**config.mk**
```make
export PLATFORM = sky130hd
export DESIGN_NAME = run_length_detector
export DESIGN_NICKNAME = d
export VERILOG_FILES = /design/src/rtl/run_det_pkg.sv /design/src/rtl/run_det_chan.sv /design/src/rtl/run_length_detector.sv
export SDC_FILE = /design/constraint.sdc
export NUM_CORES = 1
export LEC_CHECK = 0
export ABC_AREA = 1
export CORE_MARGIN = 3
export CORE_UTILIZATION = 55
export CTS_BUF_LIST = sky130_fd_sc_hd__clkbuf_4
export DETAILED_ROUTE_END_ITERATION = 6
export PLACE_DENSITY = 0.91
export REMOVE_ABC_BUFFERS = 1
export SETUP_SLACK_MARGIN = 0.15
export SLEW_MARGIN = 40
export SYNTH_ARGS = -nofsm -noshare
export SYNTH_HDL_FRONTEND = slang
export SYNTH_HIERARCHICAL = 1
export SYNTH_SLANG_ARGS = --single-unit
```
**constraint.sdc**
```tcl
create_clock -name clk -period 3 [get_ports clk]
set_input_delay 0.6 -clock clk [delete_from_list [all_inputs] [get_ports clk]]
set_output_delay 0.6 -clock clk [all_outputs]
set_load 0.02 [all_outputs]
```
**src/rtl/run_det_pkg.sv**
```systemverilog
// rtl/run_det_pkg.sv - shared state encoding for the run-length detector channels
package run_det_pkg;

    typedef enum logic [1:0] {
        ST_IDLE    = 2'b00,
        ST_RUN     = 2'b01,
        ST_MAXED   = 2'b10,
        ST_ILLEGAL = 2'b11
    } run_state_t;

endpackage

```
**src/rtl/run_det_chan.sv**
```systemverilog
// rtl/run_det_chan.sv - one detector channel: run FSM, counter, registered pulse and length
module run_det_chan
    import run_det_pkg::*;
#(
    parameter int CNT_W   = 4,
    parameter int MIN_RUN = 1,
    parameter int MAX_RUN = 3
) (
    input  logic             clk,
    input  logic             reset,
    input  logic             en,
    input  logic             polarity,
    input  logic             x,
    output logic             y,
    output logic [CNT_W-1:0] run_len,
    output run_state_t       state
);

    localparam logic [CNT_W-1:0] MIN_CNT = CNT_W'(MIN_RUN);
    localparam logic [CNT_W-1:0] MAX_CNT = CNT_W'(MAX_RUN);

    run_state_t       state_q, state_d;
    logic [CNT_W-1:0] cnt_q, cnt_d;
    logic             y_q, y_d;
    logic [CNT_W-1:0] run_len_q, run_len_d;
    logic             active;
    logic [CNT_W-1:0] cnt_inc;

    assign active  = (x == polarity);
    assign cnt_inc = cnt_q + 1'b1;

    always_ff @(posedge clk) begin
        if (reset) begin
            state_q   <= ST_IDLE;
            cnt_q     <= '0;
            y_q       <= 1'b0;
            run_len_q <= '0;
        end else begin
            state_q   <= state_d;
            cnt_q     <= cnt_d;
            y_q       <= y_d;
            run_len_q <= run_len_d;
        end
    end

    always_comb begin
        state_d   = state_q;
        cnt_d     = cnt_q;
        y_d       = 1'b0;
        run_len_d = run_len_q;
        if (en) begin
            case (state_q)
                ST_IDLE: begin
                    if (active) begin
                        cnt_d   = 1'b1;
                        state_d = (MAX_RUN == 1) ? ST_MAXED : ST_RUN;
                    end
                end
                ST_RUN: begin
                    if (active) begin
                        cnt_d   = cnt_inc;
                        state_d = (cnt_inc == MAX_CNT) ? ST_MAXED : ST_RUN;
                    end else begin
                        cnt_d   = '0;
                        state_d = ST_IDLE;
                        if (cnt_q >= MIN_CNT) begin
                            y_d       = 1'b1;
                            run_len_d = cnt_q;
                        end
                    end
                end
                // Terminal state: report and swallow this sample, like the legacy detector.
                ST_MAXED: begin
                    cnt_d     = '0;
                    state_d   = ST_IDLE;
                    y_d       = 1'b1;
                    run_len_d = MAX_CNT;
                end
                default: begin
                    cnt_d   = '0;
                    state_d = ST_IDLE;
                end
            endcase
        end
    end

    assign y       = y_q;
    assign run_len = run_len_q;
    assign state   = state_q;

endmodule

```
**src/rtl/run_length_detector.sv**
```systemverilog
// rtl/run_length_detector.sv - multi-channel run-length detector with parameter check and packed outputs
module run_length_detector
    import run_det_pkg::*;
#(
    parameter int CHANNELS = 4,
    parameter int CNT_W    = 4,
    parameter int MIN_RUN  = 1,
    parameter int MAX_RUN  = 3
) (
    input  logic                      clk,
    input  logic                      reset,
    input  logic                      en,
    input  logic                      polarity,
    input  logic [CHANNELS-1:0]       x,
    output logic [CHANNELS-1:0]       y,
    output logic [CHANNELS*CNT_W-1:0] run_len,
    output logic [2*CHANNELS-1:0]     state
);

    if (!(MIN_RUN >= 1 && MIN_RUN <= MAX_RUN && MAX_RUN <= (2**CNT_W) - 1)) begin : g_bad_params
        $fatal(1, "run_length_detector: need 1 <= MIN_RUN <= MAX_RUN <= 2**CNT_W-1");
    end

    for (genvar i = 0; i < CHANNELS; i++) begin : g_chan
        run_det_chan #(
            .CNT_W  (CNT_W),
            .MIN_RUN(MIN_RUN),
            .MAX_RUN(MAX_RUN)
        ) u_chan (
            .clk     (clk),
            .reset   (reset),
            .en      (en),
            .polarity(polarity),
            .x       (x[i]),
            .y       (y[i]),
            .run_len (run_len[i*CNT_W +: CNT_W]),
            .state   (state[2*i +: 2])
        );
    end

endmodule

```
==> flow_metrics.env <==
export IMPL_status="complete, no violations"
export IMPL_slowest_stage="clkdlybuf4s50_1"
export IMPL_min_period_ns=2.03
export IMPL_ys_top_cells_by_area="dfxtp_1 32%, nand2_1 16%, ha_1 13%, nand3_1 7.2%, inv_1 6.5%"
export IMPL_cp_startpoint="g_chan[2].u_chan/state[0]"
export IMPL_numPortBuffers=35
export IMPL_fin_util_pct=68.8
export IMPL_r2r_start="g_chan[1].u_chan/state[1]"
export IMPL_reg2reg_slack_ns=1.53
export IMPL_p_leak_uw=0.00145
export IMPL_yosysMostFrequentCell="nand2_1"
export IMPL_drive_above_1_share_pct=12.8
export IMPL_cts_hold_buffers=0
export IMPL_dp_slack_ns=0.919
export IMPL_grt_usage_pct=20.9
export IMPL_antenna_left=0
export IMPL_critPathKind="register to primary output"
export IMPL_setup_slack_ns=0.970
export IMPL_grt_max_degree=25
export IMPL_die_h_um=77.1
export IMPL_dr_total_vias=2652
export IMPL_critPathBufInv=1
export IMPL_synthCells=416
export IMPL_worst_r2r_cell_count=7
export IMPL_tightest_slew_ns=0.573
export IMPL_cts_tree="built"
export IMPL_endpoint="state[4]"
export IMPL_gp_congestion=0.875
export IMPL_die_area_mm2=0.00594
export IMPL_fin_setup_tns_ns=0
export IMPL_coreArea_mm2=0.00482
export IMPL_vdd_ir_drop_worst_v=0.000291
export IMPL_path_depth=1
export IMPL_path_clk_slew_ns=0.14
export IMPL_powerDensity_mw_per_mm2=365
export IMPL_cts_sinks=44
export IMPL_cpLargestDelayFamily="buffers and inverters"
export IMPL_rows=25
export IMPL_finalCritPeriodShare_pct=67.7
export IMPL_drcViolationCount=0
export IMPL_finalSetupViolCount=0
export IMPL_ys_flop_type="dfxtp_1"
export IMPL_cp_arrival_ns=1.43
export IMPL_nets=497
export IMPL_n_antenna_cell=0
export IMPL_required_ns=2.40
export IMPL_path_cells="clkdlybuf4s50_1"
export IMPL_initial_utilization_pct=57.7
export IMPL_cp_max_fo=4
export IMPL_rsz0062_at_grt="false"
export IMPL_fin_total_pwr_uw=1210
export IMPL_cts_resized=0
export IMPL_r2r_end="g_chan[1].u_chan/run_len[0]"
export IMPL_cts_root_buf="clkbuf_4"
export IMPL_hpwlAfterDp_um=4270
export IMPL_fmax_mhz=493
export IMPL_grt_pass1_wl_um=10300
export IMPL_post_drt_wl_per_cell_um=10.9
export IMPL_via_per_inst=5.01
export IMPL_cts_buffers=5
export IMPL_hold_violations=0
export IMPL_clock_latency_ns=0.36
export IMPL_synthArstFlopShare_pct=0
export IMPL_grt_ovfl_total=0
export IMPL_ioPinCount=36
export IMPL_die_w_um=77.1
export IMPL_syn_area_mm2=0.00278
export IMPL_max_cap_violations=0
export IMPL_end_kind="primary output"
export IMPL_slew_violations=0
export IMPL_start_kind="register"
export IMPL_synthDominantCellAreaShare_pct=31.7
export IMPL_slew_headroom_pct=61.7
export IMPL_grt_pass1_vias=2404
export IMPL_area_growth_pct=19.3
export IMPL_routed_wl_um=5760
export IMPL_ys_top_cells_by_count="120 x nand2_1, 48 x inv_1, 48 x nor2_1"
export IMPL_post_route_cell_area_mm2=0.00331
export IMPL_yosysTopAreaCell="dfxtp_1"
export IMPL_yosys_register_bits=44
export IMPL_cts_setup_buffers=0
export IMPL_crit_path_max_incr_delay_ns=0.64
export IMPL_cts_max_level=2
export IMPL_synth_edf_count=0
export IMPL_firstDrtPassIters=4
export IMPL_antenna_found_initial=0
export IMPL_drtIter0Drc=176
export IMPL_yosys_warnings=6
export IMPL_synth_seq_area_share_pct=31.7
export IMPL_syn_avg_cell_area_um2=6.68
export IMPL_worstHoldPathType="register to register"
export IMPL_placed_area_mm2=0.00323
export IMPL_final_setup_skew_ns=0.00826
export IMPL_ys_types=16
export IMPL_cts_buffer_depth=2
worst min-delay path by stage:
stage / startpoint / end / slack (ns) / depth (start not counted)
global route: g_chan[3].u_chan/run_len[2] / g_chan[3].u_chan/run_len[2] / 0.53 / 2
floorplan: g_chan[0].u_chan/cnt_q[3] / g_chan[0].u_chan/cnt_q[3] / 0.48 / 2
detailed placement: g_chan[3].u_chan/run_len[1] / g_chan[3].u_chan/run_len[1] / 0.47 / 2
finish: g_chan[3].u_chan/run_len[1] / g_chan[3].u_chan/run_len[1] / 0.50 / 2
global placement: g_chan[3].u_chan/run_len[0] / g_chan[3].u_chan/run_len[0] / 0.46 / 2
CTS: g_chan[3].u_chan/run_len[1] / g_chan[3].u_chan/run_len[1] / 0.50 / 2
area by class of cell:
class / instances / area, µm²
fill: 422 / 1500
multi-input combinational: 312 / 1670
inverter: 60 / 225
clock buffer: 5 / 37.5
timing repair buffer: 38 / 373
sequential: 44 / 881
clock inverter: 3 / 42.5
tap: 67 / 83.8
cell usage in the layout, fill, tap and decap left out, types with 5 or more instances in the layout:
cell type          n
nand3_1           40
a21oi_1           28
dfxtp_1           44
inv_2             12
clkbuf_4           5
ha_1              28
nand2_1          120
nand4_1            8
nor2_1            48
clkdlybuf4s50_1   35
nand2_2           16
inv_1             48
state kept, by name, indices dropped and copies added, names as in the netlist:
register	cells
g_chan.u_chan/cnt_q	16
g_chan.u_chan/y	4
g_chan.u_chan/state	8
g_chan.u_chan/run_len	16
routing by layer:
layer / share of wire [%] / GRT usage (%) / up-vias
met4: 1.8 / 8.54 / 0
met5: 0 / 0 / -
li1: - / - / 1397
met3: 4.5 / 3.17 / 11
met2: 48 / 36.8 / 66
met1: 46 / 25.4 / 1178
power by group:
part,total (µW),internal (µW),switching (µW)
logic,215,82.4,133
clock network,375,174,201
registers,619,600,18.7
cell families after synthesis:
kind of cell               count (synthesis)  share of synthesized area (%)
and+or+nand+nor                          248                           40.5
DFF                                       44                           31.7
AOI/OAI and AO/OA                         36                           7.03
adders and majority gates                 28                           12.6
buffers and inverters                     60                           8.11
stage by stage:
step           hold slack [ns]  cells
6_report                 0.495    529
3_3_place_gp             0.459    521
5_1_grt                  0.534    529
3_5_place_dp             0.467    521
4_1_cts                  0.501    529
2_1_floorplan            0.476    416
Power figures use the tool's default switching activity.
==> RTL change (same settings) <==
`CNT_W` is set to 4 in 2 places; all go to 5.
--- a/src/rtl/run_det_chan.sv
+++ b/src/rtl/run_det_chan.sv
@@ -3,5 +3,5 @@
     import run_det_pkg::*;
 #(
-    parameter int CNT_W   = 4,
+    parameter int CNT_W   = 5,
     parameter int MIN_RUN = 1,
     parameter int MAX_RUN = 3
--- a/src/rtl/run_length_detector.sv
+++ b/src/rtl/run_length_detector.sv
@@ -4,5 +4,5 @@
 #(
     parameter int CHANNELS = 4,
-    parameter int CNT_W    = 4,
+    parameter int CNT_W    = 5,
     parameter int MIN_RUN  = 1,
     parameter int MAX_RUN  = 3
Interface: changed (resized run_len); port bits go from 36 to 40. The function was not compared with the original's and may differ.
==> RTL change against the unedited design <==
- hold slack gained 0.0072 ns
- cell count rose by 12%
- cell area rose by 11%
- power grew 10%
- synthesized area increased by 14%
- wire length up 17%
- non-clock buffer count is 3 higher
- die area increased by 13%
- combinational power rose by 25%
- sequential cell count is 8 higher
- count of clock-buffer cells in the layout increased by 2
- setup slack worse by 0.0026 ns
- highest routed layer unchanged
==> RTL change: results <==
group,metric,value,unit
cells_and_area,layout-drive-gt1-share,0.0958,
cts,post_cts_buffers,0,
logic_synthesis,synth.distinct_cells,17,
outcome,status,"completed",
setup_path,cpPeakStageDelay,0.63,ns
cells_and_area,num-nets-final,553,
cts,cts.clk_slew.worst_paths,0.14,ns
drt,vias,3061,
setup_path,critPathSlowestCell,"clkdlybuf4s50_1",
placement,io_buffers,39,
grt,global_route.usage.met3,0.0504,
power,p_leak,1.64,nW
grt,grt_pass1_wl,12000,um
cts,numCtsBuffers,5,
setup_path,crit_arrival,1.43,ns
placement,gp_congestion,0.862,
setup_path,critical_path.max_fanout,4,
grt,grt_pass1_vias,2823,
drt,drt_iter0_markers,178,
placement,dp_hpwl,5240,um
logic_synthesis,yosys-top-cells-count,"nand2_1 (131), inv_1 (62), dfxtp_1 (52), nor2_1 (52), nand3_1 (51)",
grt,grtUsageMet2,0.396,
grt,grtUsageMet1,0.262,
logic_synthesis,synth-main-ff-cell,"dfxtp_1",
drt,drt_first_pass_iters,4,
cells_and_area,antenna_cells,0,
hold_path,hp-class,"flop to flop",
timing,setup_viol,0,
timing,worst_clock_skew,0.00870,ns
power,ir_drop,0.192,mV
drt,drt-wirelength-per-cell,11.4,um
cts,cts_root_buf,"clkbuf_4",
grt,track_usage,0.221,
cts,cts_resized,0,
cts,insertion_delay,0.37,ns
grt,antenna_found_initial,0,
logic_synthesis,synthTopCellsByArea,"dfxtp_1 (33%), nand2_1 (16%), ha_1 (9.5%)",
logic_synthesis,synth-async-reset-ratio,0,
timing,slew_headroom,0.588,
placement,place_area,0.00362,mm^2
cts,cts_buffer_depth,2,
setup_path,crit_family,"buffers and inverters",
cts,htree_levels,2,
logic_synthesis,ys_seq_area_frac,0.329,
grt,grt_max_degree,17,
logic_synthesis,yosysWarnings,6,
RTL change: cell count changes after synthesis, sizes merged, moves of 4 or more:
cell,unedited run,this run
inv,60,71
nor2,52,62
o21ai,4,0
nand3,44,51
nand2,140,148
a21oi,32,47
nand4,8,12
buf,0,4
ha,28,24
dfxtp,44,52
RTL change: cells by family after synthesis:
family | synth area share
simple gates | 0.398
buf+inv | 0.104
flops | 0.329
compound gates | 0.0743
fa+ha+maj | 0.0949
RTL change: layout make-up:
type | instances | area (um^2)
Inverter | 73 | 287
Multi-Input combinational cell | 348 | 1800
Fill cell | 467 | 1660
Sequential cell | 52 | 1040
Clock inverter | 1 | 3.75
Timing Repair Buffer | 41 | 405
Clock buffer | 7 | 52.6
Tap cell | 70 | 87.6
RTL change: per-stage QoR:
stage	std cells	power, W	utilization	worst slack, ns	hold WS [ns]
4_1_cts	592	0.00134	0.689	0.958	0.505
3_3_place_gp	584	0.00101	0.678	0.886	0.459
5_1_grt	592	0.00141	0.689	0.894	0.539
3_5_place_dp	584	0.00102	0.678	0.806	0.471
6_report	592	0.00133	0.689	0.968	0.503
2_1_floorplan	473	0.000927	-	1.55	0.478
RTL change: worst paths after layout:
check / to / from / cells after the start / slack, ns
setup / recovery: state[5] / g_chan[2].u_chan/state[1] / 1 / 0.97
hold / removal: g_chan[1].u_chan/run_len[3] / g_chan[1].u_chan/run_len[3] / 2 / 0.50
setup reg to reg: g_chan[1].u_chan/run_len[2] / g_chan[1].u_chan/state[1] / 8 / 1.49
hold reg to reg: g_chan[1].u_chan/run_len[3] / g_chan[1].u_chan/run_len[3] / 2 / 0.50
RTL change: report_power, final:
part	total, W	switching [W]	internal, W	leakage (nW)
combinational	0.000269	0.000168	0.000101	1.18
clock	0.000325	0.000216	0.000109	0.0338
sequential	0.000739	0.0000247	0.000714	0.422
total	0.00133	0.000409	0.000924	1.64
RTL change: metal layers:
| layer | part of all wire | vias up |
|---|---|---|
| li1 | - | 1595 |
| met1 | 0.44 | 1380 |
| met2 | 0.49 | 75 |
| met3 | 0.053 | 11 |
| met4 | 0.011 | 0 |
| met5 | 0 | - |
